### src/rtl/multicycle_controller_if.sv
// Control/status bundle between the multicycle controller and its datapath.
// The controller owns the master side; the datapath (or bench) owns the slave side.
interface multicycle_controller_if #(
  parameter int INSTRET_W = 32
);
  logic [6:0]           op;
  logic [2:0]           funct3;
  logic                 funct7b5;
  logic                 zero;
  logic                 mem_ready;
  logic                 pc_write;
  logic                 adr_src;
  logic                 mem_write;
  logic                 ir_write;
  logic [1:0]           result_src;
  logic [2:0]           alu_control;
  logic [1:0]           alu_src_a;
  logic [1:0]           alu_src_b;
  logic [1:0]           imm_src;
  logic                 reg_write;
  logic                 instr_done;
  logic                 illegal;
  logic [INSTRET_W-1:0] instret;

  modport master (
    input  op, funct3, funct7b5, zero, mem_ready,
    output pc_write, adr_src, mem_write, ir_write, result_src, alu_control,
           alu_src_a, alu_src_b, imm_src, reg_write, instr_done, illegal, instret
  );

  modport slave (
    output op, funct3, funct7b5, zero, mem_ready,
    input  pc_write, adr_src, mem_write, ir_write, result_src, alu_control,
           alu_src_a, alu_src_b, imm_src, reg_write, instr_done, illegal, instret
  );
endinterface

### src/rtl/multicycle_controller.sv
// Main control FSM for the multicycle RV32I datapath: sequences each instruction
// through fetch/decode/execute/memory/writeback and drives every datapath select.
module multicycle_controller #(
  parameter logic [3:0] RESET_STATE = 4'd0,
  parameter int         INSTRET_W   = 32
) (
  input logic                    clk,
  input logic                    reset,
  multicycle_controller_if.master bus
);

  typedef enum logic [3:0] {
    FETCH    = 4'd0,
    DECODE   = 4'd1,
    MEMADR   = 4'd2,
    MEMREAD  = 4'd3,
    MEMWB    = 4'd4,
    MEMWRITE = 4'd5,
    EXECR    = 4'd6,
    EXECI    = 4'd7,
    ALUWB    = 4'd8,
    BEQ      = 4'd9,
    JAL      = 4'd10
  } state_t;

  typedef struct packed {
    logic       fetch;
    logic       decode;
    logic       beq;
    logic       jal;
    logic       mem_write;
    logic       adr_src;
    logic       reg_write;
    logic       done;
    logic [1:0] result_src;
    logic [1:0] alu_src_a;
    logic [1:0] alu_src_b;
    logic [1:0] alu_op;
  } ctrl_t;

  localparam logic [6:0] OP_LW   = 7'b0000011;
  localparam logic [6:0] OP_SW   = 7'b0100011;
  localparam logic [6:0] OP_R    = 7'b0110011;
  localparam logic [6:0] OP_I    = 7'b0010011;
  localparam logic [6:0] OP_BEQ  = 7'b1100011;
  localparam logic [6:0] OP_JAL  = 7'b1101111;

  state_t               state;
  state_t               next_state;
  ctrl_t                ctrl;
  logic [INSTRET_W-1:0] count;
  logic                 op_legal;
  logic                 done;

  // Per-state control word; registered alongside the state so selects come straight off flops.
  function automatic ctrl_t decode_ctrl(input state_t s);
    ctrl_t c;
    c = '0;
    case (s)
      FETCH:    begin c.fetch = 1'b1; c.alu_src_b = 2'b10; c.result_src = 2'b10; end
      DECODE:   begin c.decode = 1'b1; c.alu_src_a = 2'b01; c.alu_src_b = 2'b01; end
      MEMADR:   begin c.alu_src_a = 2'b10; c.alu_src_b = 2'b01; end
      MEMREAD:  begin c.adr_src = 1'b1; end
      MEMWB:    begin c.result_src = 2'b01; c.reg_write = 1'b1; c.done = 1'b1; end
      MEMWRITE: begin c.adr_src = 1'b1; c.mem_write = 1'b1; end
      EXECR:    begin c.alu_src_a = 2'b10; c.alu_op = 2'b10; end
      EXECI:    begin c.alu_src_a = 2'b10; c.alu_src_b = 2'b01; c.alu_op = 2'b10; end
      ALUWB:    begin c.reg_write = 1'b1; c.done = 1'b1; end
      BEQ:      begin c.beq = 1'b1; c.alu_src_a = 2'b10; c.alu_op = 2'b01; c.done = 1'b1; end
      JAL:      begin c.jal = 1'b1; c.alu_src_a = 2'b01; c.alu_src_b = 2'b10; end
      default:  c = '0;
    endcase
    return c;
  endfunction

  always_comb begin
    op_legal = 1'b0;
    case (bus.op)
      OP_LW, OP_SW, OP_R, OP_I, OP_BEQ, OP_JAL: op_legal = 1'b1;
      default:                                  op_legal = 1'b0;
    endcase
  end

  always_comb begin
    next_state = FETCH;
    case (state)
      FETCH:    next_state = bus.mem_ready ? DECODE : FETCH;
      DECODE: begin
        case (bus.op)
          OP_LW, OP_SW: next_state = MEMADR;
          OP_R:         next_state = EXECR;
          OP_I:         next_state = EXECI;
          OP_BEQ:       next_state = BEQ;
          OP_JAL:       next_state = JAL;
          default:      next_state = FETCH;
        endcase
      end
      MEMADR:   next_state = bus.op[5] ? MEMWRITE : MEMREAD;
      MEMREAD:  next_state = bus.mem_ready ? MEMWB : MEMREAD;
      MEMWB:    next_state = FETCH;
      MEMWRITE: next_state = bus.mem_ready ? FETCH : MEMWRITE;
      EXECR:    next_state = ALUWB;
      EXECI:    next_state = ALUWB;
      ALUWB:    next_state = FETCH;
      BEQ:      next_state = FETCH;
      JAL:      next_state = ALUWB;
      default:  next_state = FETCH;
    endcase
  end

  assign done = ctrl.done | (ctrl.mem_write & bus.mem_ready);

  always_ff @(posedge clk or posedge reset) begin
    if (reset) begin
      state <= state_t'(RESET_STATE);
      ctrl  <= decode_ctrl(state_t'(RESET_STATE));
      count <= '0;
    end else begin
      state <= next_state;
      ctrl  <= decode_ctrl(next_state);
      if (done)
        count <= count + 1'b1;
    end
  end

  // Only the funct3=000 R-type case can become a subtract; I-type addi ignores Instr[30].
  always_comb begin
    bus.alu_control = 3'b000;
    case (ctrl.alu_op)
      2'b01: bus.alu_control = 3'b001;
      2'b10: begin
        case (bus.funct3)
          3'b000:  bus.alu_control = (bus.op[5] & bus.funct7b5) ? 3'b001 : 3'b000;
          3'b010:  bus.alu_control = 3'b101;
          3'b110:  bus.alu_control = 3'b011;
          3'b111:  bus.alu_control = 3'b010;
          default: bus.alu_control = 3'b000;
        endcase
      end
      default: bus.alu_control = 3'b000;
    endcase
  end

  always_comb begin
    bus.imm_src = 2'b00;
    case (bus.op)
      OP_SW:   bus.imm_src = 2'b01;
      OP_BEQ:  bus.imm_src = 2'b10;
      OP_JAL:  bus.imm_src = 2'b11;
      default: bus.imm_src = 2'b00;
    endcase
  end

  assign bus.pc_write   = ~reset & ((ctrl.fetch & bus.mem_ready) | ctrl.jal | (ctrl.beq & bus.zero));
  assign bus.ir_write   = ~reset & ctrl.fetch & bus.mem_ready;
  assign bus.adr_src    = ctrl.adr_src;
  assign bus.mem_write  = ctrl.mem_write;
  assign bus.result_src = ctrl.result_src;
  assign bus.alu_src_a  = ctrl.alu_src_a;
  assign bus.alu_src_b  = ctrl.alu_src_b;
  assign bus.reg_write  = ctrl.reg_write;
  assign bus.instr_done = done;
  assign bus.illegal    = ctrl.decode & ~op_legal;
  assign bus.instret    = count;

endmodule

### src/flat_wrapper.sv
// flat-port wrapper written by rule: the top's interface ports become plain ports
module multicycle_controller_flat 
#(
  parameter logic [3:0] RESET_STATE = 4'd0,
  parameter int         INSTRET_W   = 32
)
  (clk, reset, bus_op, bus_funct3, bus_funct7b5, bus_zero, bus_mem_ready, bus_pc_write, bus_adr_src, bus_mem_write, bus_ir_write, bus_result_src, bus_alu_control, bus_alu_src_a, bus_alu_src_b, bus_imm_src, bus_reg_write, bus_instr_done, bus_illegal, bus_instret);
  multicycle_controller_if #(.INSTRET_W(INSTRET_W)) bus_i ();
  input logic clk;
  input logic reset;
  input wire logic [$bits(bus_i.op)-1:0] bus_op;
  input wire logic [$bits(bus_i.funct3)-1:0] bus_funct3;
  input wire logic [$bits(bus_i.funct7b5)-1:0] bus_funct7b5;
  input wire logic [$bits(bus_i.zero)-1:0] bus_zero;
  input wire logic [$bits(bus_i.mem_ready)-1:0] bus_mem_ready;
  output wire logic [$bits(bus_i.pc_write)-1:0] bus_pc_write;
  output wire logic [$bits(bus_i.adr_src)-1:0] bus_adr_src;
  output wire logic [$bits(bus_i.mem_write)-1:0] bus_mem_write;
  output wire logic [$bits(bus_i.ir_write)-1:0] bus_ir_write;
  output wire logic [$bits(bus_i.result_src)-1:0] bus_result_src;
  output wire logic [$bits(bus_i.alu_control)-1:0] bus_alu_control;
  output wire logic [$bits(bus_i.alu_src_a)-1:0] bus_alu_src_a;
  output wire logic [$bits(bus_i.alu_src_b)-1:0] bus_alu_src_b;
  output wire logic [$bits(bus_i.imm_src)-1:0] bus_imm_src;
  output wire logic [$bits(bus_i.reg_write)-1:0] bus_reg_write;
  output wire logic [$bits(bus_i.instr_done)-1:0] bus_instr_done;
  output wire logic [$bits(bus_i.illegal)-1:0] bus_illegal;
  output wire logic [$bits(bus_i.instret)-1:0] bus_instret;
  assign bus_i.op = bus_op;
  assign bus_i.funct3 = bus_funct3;
  assign bus_i.funct7b5 = bus_funct7b5;
  assign bus_i.zero = bus_zero;
  assign bus_i.mem_ready = bus_mem_ready;
  assign bus_pc_write = bus_i.pc_write;
  assign bus_adr_src = bus_i.adr_src;
  assign bus_mem_write = bus_i.mem_write;
  assign bus_ir_write = bus_i.ir_write;
  assign bus_result_src = bus_i.result_src;
  assign bus_alu_control = bus_i.alu_control;
  assign bus_alu_src_a = bus_i.alu_src_a;
  assign bus_alu_src_b = bus_i.alu_src_b;
  assign bus_imm_src = bus_i.imm_src;
  assign bus_reg_write = bus_i.reg_write;
  assign bus_instr_done = bus_i.instr_done;
  assign bus_illegal = bus_i.illegal;
  assign bus_instret = bus_i.instret;
  multicycle_controller #(.RESET_STATE(RESET_STATE), .INSTRET_W(INSTRET_W)) u_core (.clk(clk), .reset(reset), .bus(bus_i));
endmodule
### config.mk
export PLATFORM = sky130hd
export DESIGN_NAME = multicycle_controller_flat
export DESIGN_NICKNAME = d
export VERILOG_FILES = /design/src/rtl/multicycle_controller_if.sv /design/src/rtl/multicycle_controller.sv /design/src/flat_wrapper.sv
export SDC_FILE = /design/constraint.sdc
export NUM_CORES = 1
export LEC_CHECK = 0
export ABC_AREA = 1
export CAP_MARGIN = 20
export CORE_UTILIZATION = 45
export CTS_CLUSTER_DIAMETER = 80
export DETAILED_ROUTE_END_ITERATION = 16
export HOLD_SLACK_MARGIN = 0.02
export PLACE_DENSITY = 0.76
export SLEW_MARGIN = 20
export SYNTH_ARGS = -nofsm -noshare
export SYNTH_HDL_FRONTEND = slang
export SYNTH_SLANG_ARGS = --single-unit
### constraint.sdc
create_clock -name clk -period 1.69 [get_ports clk]
set_input_delay 0.338 -clock clk [delete_from_list [all_inputs] [get_ports clk]]
set_output_delay 0.338 -clock clk [all_outputs]
set_load 0.01 [all_outputs]
After elaboration in Yosys (flattened, before gate mapping):

Index checks and enable logic that the tools add are counted.

* ROM bits: 0
* memory bits (writable): 0
* output and inout port bits: 50
* bits in latches: 0
* memories kept: 0
* logic and storage cells: 93
* flip-flop bits (word level): 52
* input bits: 15

* bitwise logic cells: 13
* eq/ne operators: 28
* shifts and indexed selects: 0
* reductions and logical operators: 14
* multiply operators: 0
* mux-type cells: 23
* div/mod/pow operators: 0
* add/subtract/negate cells: 1
* magnitude comparators: 0

Operators with widths (count)
* $add 32x1->32 const B: 1
* $eq 4x3->1 const B: 7
* $pmux 4 s6: 1
* $pmux 4 s5: 1
* $eq 4x2->1 const B: 4
* $eq 4x4->1 const B: 4
* $pmux 2 s2: 4
* $eq 7x6->1 const B: 2
* $eq 7x7->1 const B: 2
* $pmux 3 s4: 1
* $reduce_or 2->1: 6
* $mux 1: 11
* $mux 3: 3
* $reduce_or 3->1: 3
* $and 1x1->1: 8
* $eq 4x1->1 const B: 2
* $logic_not 4->1: 2
* $eq 7x2->1 const B: 1
* $eq 7x5->1 const B: 1
* $eq 3x3->1 const B: 2
* $pmux 2 s3: 1
* $pmux 3 s2: 1
* $reduce_or 6->1: 1
* $reduce_or 4->1: 1
* other kinds (6): 9

Logic depth before layout (Yosys ltp):

* depth in word-level cells: 7
* mapped depth: 12
* mapped depth without buffers: 11

Worst setup path before layout:

OpenSTA, ideal clock, no wires.

* path kind: register to register
* start: register u_core.count[0] (netlist: u_core.bus.instret[0])
* end: register u_core.count[18] (netlist: u_core.bus.instret[18])
* path buffers: 1
* cell stages (with the launch flop): 11
* arrival: 1.412 ns
* setup slack: 0.151 ns
* data required time: 1.562 ns
* cell sequence: dfrtp_1 ha_1 inv_2 nor2_4 nand2_1 nor2_1 nand2_1 nor2_2 buf_6 nand2_2 xnor2_2

* longest elaborated chain between the ends: 1

Ends and longest elaborated chain
* start: declaration: RTL line multicycle_controller.sv:51 `logic [INSTRET_W-1:0] count;`
* start signal: assignment: RTL line multicycle_controller.sv:122 `count <= count + 1'b1;`
* $add 32x1->32: RTL line multicycle_controller.sv:122

Every way passes these cells.
A chain may end at the register's enable or synchronous reset.

Worst setup path after layout:

* start: input bus_funct3[2]
* end: output bus_alu_control[0]

* longest elaborated chain between the ends: 3
* elaborated cells on any way between the ends: 6

Ends and longest elaborated chain
* start: declaration: RTL line flat_wrapper.sv:12 `input wire logic [$bits(bus_i.funct3)-1:0] bus_funct3;`
* $eq 3x3->1, or another cell as far along: RTL line multicycle_controller.sv:132 `case (bus.funct3)`
* $pmux 3 s4 (*): RTL line multicycle_controller.sv:132
* $pmux 3 s2 (*): RTL line multicycle_controller.sv:129 `case (ctrl.alu_op)`
* end: declaration: RTL line flat_wrapper.sv:21 `output wire logic [$bits(bus_i.alu_control)-1:0] bus_alu_control;`

Mark *: on every way between the ends. The rest lies on a longest branch, timed or not.

==> impl_results.md <==
- RSZ-0062 raised after global routing: true
- # setup viols final: 3
- Grt total ovfl: 0
- MaxCap Viol Count: 0
- Status: finished, violations left
- Number of I/O pins: 65
- Starting density of the core: 46.4%
- Net Count, Synth: 362
- Number of CTS-inserted buffers: 5
- Worst hold path class: reg2reg
- Worst flop-to-flop path endpoint: u_core.bus.alu_src_a[1]
- Clk root buf: clkbuf_8
- Netlist Area Pre-Place: 2730 um^2
- Slew Limit Fails: 0
- Synth warn: 0
- Vias in the first global route: 2,463
- Netlist cell types: 27
- Die Y: 79.9 um
- CP Max Fanout: 3
- GPL Wtd Cong: 0.874
- Pwr Density: 664 nW/um^2
- Dpl hpwl: 4830 um
- Hold Path End: u_core.bus.instret[11]
- Die width: 79.9 um
- P&R area growth vs syn: 43.7%
- Die area: 6380 um^2
- Reg clk slew, reported paths: 90 ps
- Crit path launch type: input pin
- Tmin final: 1750 ps
- Worst setup margin: -58.7 ps
- Post-Layout Cell Count: 527
- Worst hold slack: 506 ps
- DR vias: 2,524
- Global-route wire length before repair: 10,800 um
- WP data required: 1350 ps
- Setup Crit Path Kind: in2out
- Reg2reg start: u_core.state[1]
- Worst Skew: 9.14 ps
- TritonCTS clock tree: done
- Slew HR: 79.0%
- Layout cells sized above 1: 24.8%
- Total GRT Usage: 21.7%
- DR DRC count: 0
- Overall Power: 2610 uW
- Fin crit share: 103%
- Worst r2r path cells: 7
- Worst Path Arrival: 1410 ps
- Initial DRC Count: 155
- # hold bufs at CTS: 0
- Routed Antenna Nets: 0
- Reg-to-reg slack, setup: 120 ps
- Port Buffer Count: 64
- WL per Instance: 12.2 um
- FMAX: 0.572 GHz
- Dpl cells: 509
- Avg Synthesized Cell Area: 7.94 um^2
- Largest net degree at the start of global routing: 29
- Final net count: 469
- Final wirelength: 6410 um
- Buffer levels on the longest clock path: 2
- Post-Synthesis Cells: 344
- Sequential area share after synthesis: 47.8%
- Worst hold start: u_core.bus.instret[11]
- Leak Pwr: 0.00204 uW
- Diode count: 0
- Max H-tree Level: 2
- Skew-Pair Late Insertion Delay: 300 ps
- Final Hold Fails: 0
- Failing checks: negative setup slack
- Pre-antenna DRT Iters: 4
- Slew @ Worst Pin: 315 ps
- Vias per cell: 4.79
- Crit end category: output pin
- Initial antenna violation count: 0
- WHS Path Cells: 1
- CTS sink cnt: 52
- CORE AREA: 5890 um^2
- Synth Register Bits: 52
- Worst VDD drop: 594 uV
- Core Rows: 28
[routing by layer]
| metal | routed length (um) | track usage [%] | share of wire (%) | vias up |
|---|---|---|---|---|
| li1 | - | - | - | 1267 |
| met1 | 2650 | 24.9 | 41 | 1179 |
| met2 | 3400 | 40.9 | 53 | 67 |
| met3 | 269 | 4.00 | 4.2 | 11 |
| met4 | 87 | 5.54 | 1.4 | 0 |
| met5 | 0 | 0 | 0 | - |
[repair_timing]
item,CTS,global route
pin swaps,8,3
buffers inserted,4,6
hold endpoints to repair,0,0
gates resized for setup,62,16
setup endpoints to repair,12,22
[cell usage after synthesis]
cell type	n	area, um^2
nor2_2	6	37.5
ha_1	3	37.5
xnor2_2	1	16.3
nor3_1	4	20.0
o21ai_1	1	5.00
nand2_1	96	360
and3b_1	1	8.76
dfrtp_1	49	1230
nand4_1	7	43.8
buf_4	7	52.6
nand2_2	4	25.0
o21ai_0	2	10.0
nand4_2	1	12.5
inv_2	10	37.5
nor4b_1	1	8.76
nand3b_1	1	7.51
nand3_1	30	150
a22oi_1	1	7.51
buf_6	1	11.3
xnor2_1	10	87.6
nor2_1	40	150
xor2_1	13	114
dfstp_2	3	78.8
a21oi_1	7	35.0
nor4_1	1	6.26
inv_1	42	158
nor2_4	2	22.5
[cells in the final DEF, fill, tap and decap left out, drive strengths merged, types with 4 or more instances in the layout]
cell           synthesis  final
nor3                   4      4
clkdlybuf4s50          0     43
xor2                  13     13
nand3                 30     30
dlygate4sd2            0     12
a21oi                  7      7
nor2                  48     48
xnor2                 11     11
inv                   52     52
nand4                  8      8
clkbuf                 0      9
buf                    8     50
nand2                100    100
dfrtp                 49     49
[how the worst max path moves through the flow]
stage,startpoint,to,slack (ps),depth (start not counted)
after floorplan,reset,u_core.bus.adr_src,100,1
after global placement,bus_op[4],bus_illegal,-570,8
after detailed placement,bus_op[4],bus_illegal,-600,8
after CTS,u_core.ctrl[0],bus_alu_control[0],-50,7
after global routing,u_core.ctrl[0],bus_alu_control[0],-150,7
final,bus_funct3[2],bus_alu_control[0],-60,5
[registers in the layout (all words and copies together), names as in the netlist]
signal                 flops
u_core.bus.adr_src         1
u_core.bus.alu_src_b       2
u_core.bus.alu_src_a       2
u_core.bus.reg_write       1
u_core.ctrl                7
u_core.state               4
u_core.bus.mem_write       1
u_core.bus.instret        32
u_core.bus.result_src      2
[final cells by class]
| cell class | instances | area (um^2) |
|---|---|---|
| clock buffer | 8 | 100 |
| fill | 491 | 1960 |
| inverter | 52 | 198 |
| multi-input combinational | 232 | 1250 |
| sequential | 52 | 1320 |
| tap | 75 | 93.8 |
| timing repair buffer | 108 | 961 |
[metrics by stage]
step	TNS, ps	utilization [%]	cell area, um^2	worst slack, ps
finish	-133	66.6	3920	-58.7
global route	-364	66.6	3920	-149
detailed placement	-8430	62.5	3680	-597
CTS	-108	65.3	3850	-48.3
floorplan	0	-	2730	99.1
global placement	-7610	62.5	3680	-570
[report_power, final]
part           switching [uW]  leakage [uW]  internal [uW]  total (uW)
clock                     399     0.0000515            375         774
sequential               50.6      0.000672           1320        1370
combinational             235       0.00131            228         462
[kinds of logic after synthesis]
| family | Yosys count | synth area share, % |
|---|---|---|
| xor+xnor | 24 | 7.97 |
| compound gates | 11 | 2.11 |
| simple gates | 194 | 31.3 |
| buf+inv | 60 | 9.49 |
| fa+ha+maj | 3 | 1.38 |
| flops | 52 | 47.8 |
[critical path, cell delays in order]
cell	delay, ps
clkdlybuf4s50_1	520
nor3_4	220
nand3_1	80
a21oi_1	110
buf_2	140
Note: power is estimated with default switching activity, not from simulation.
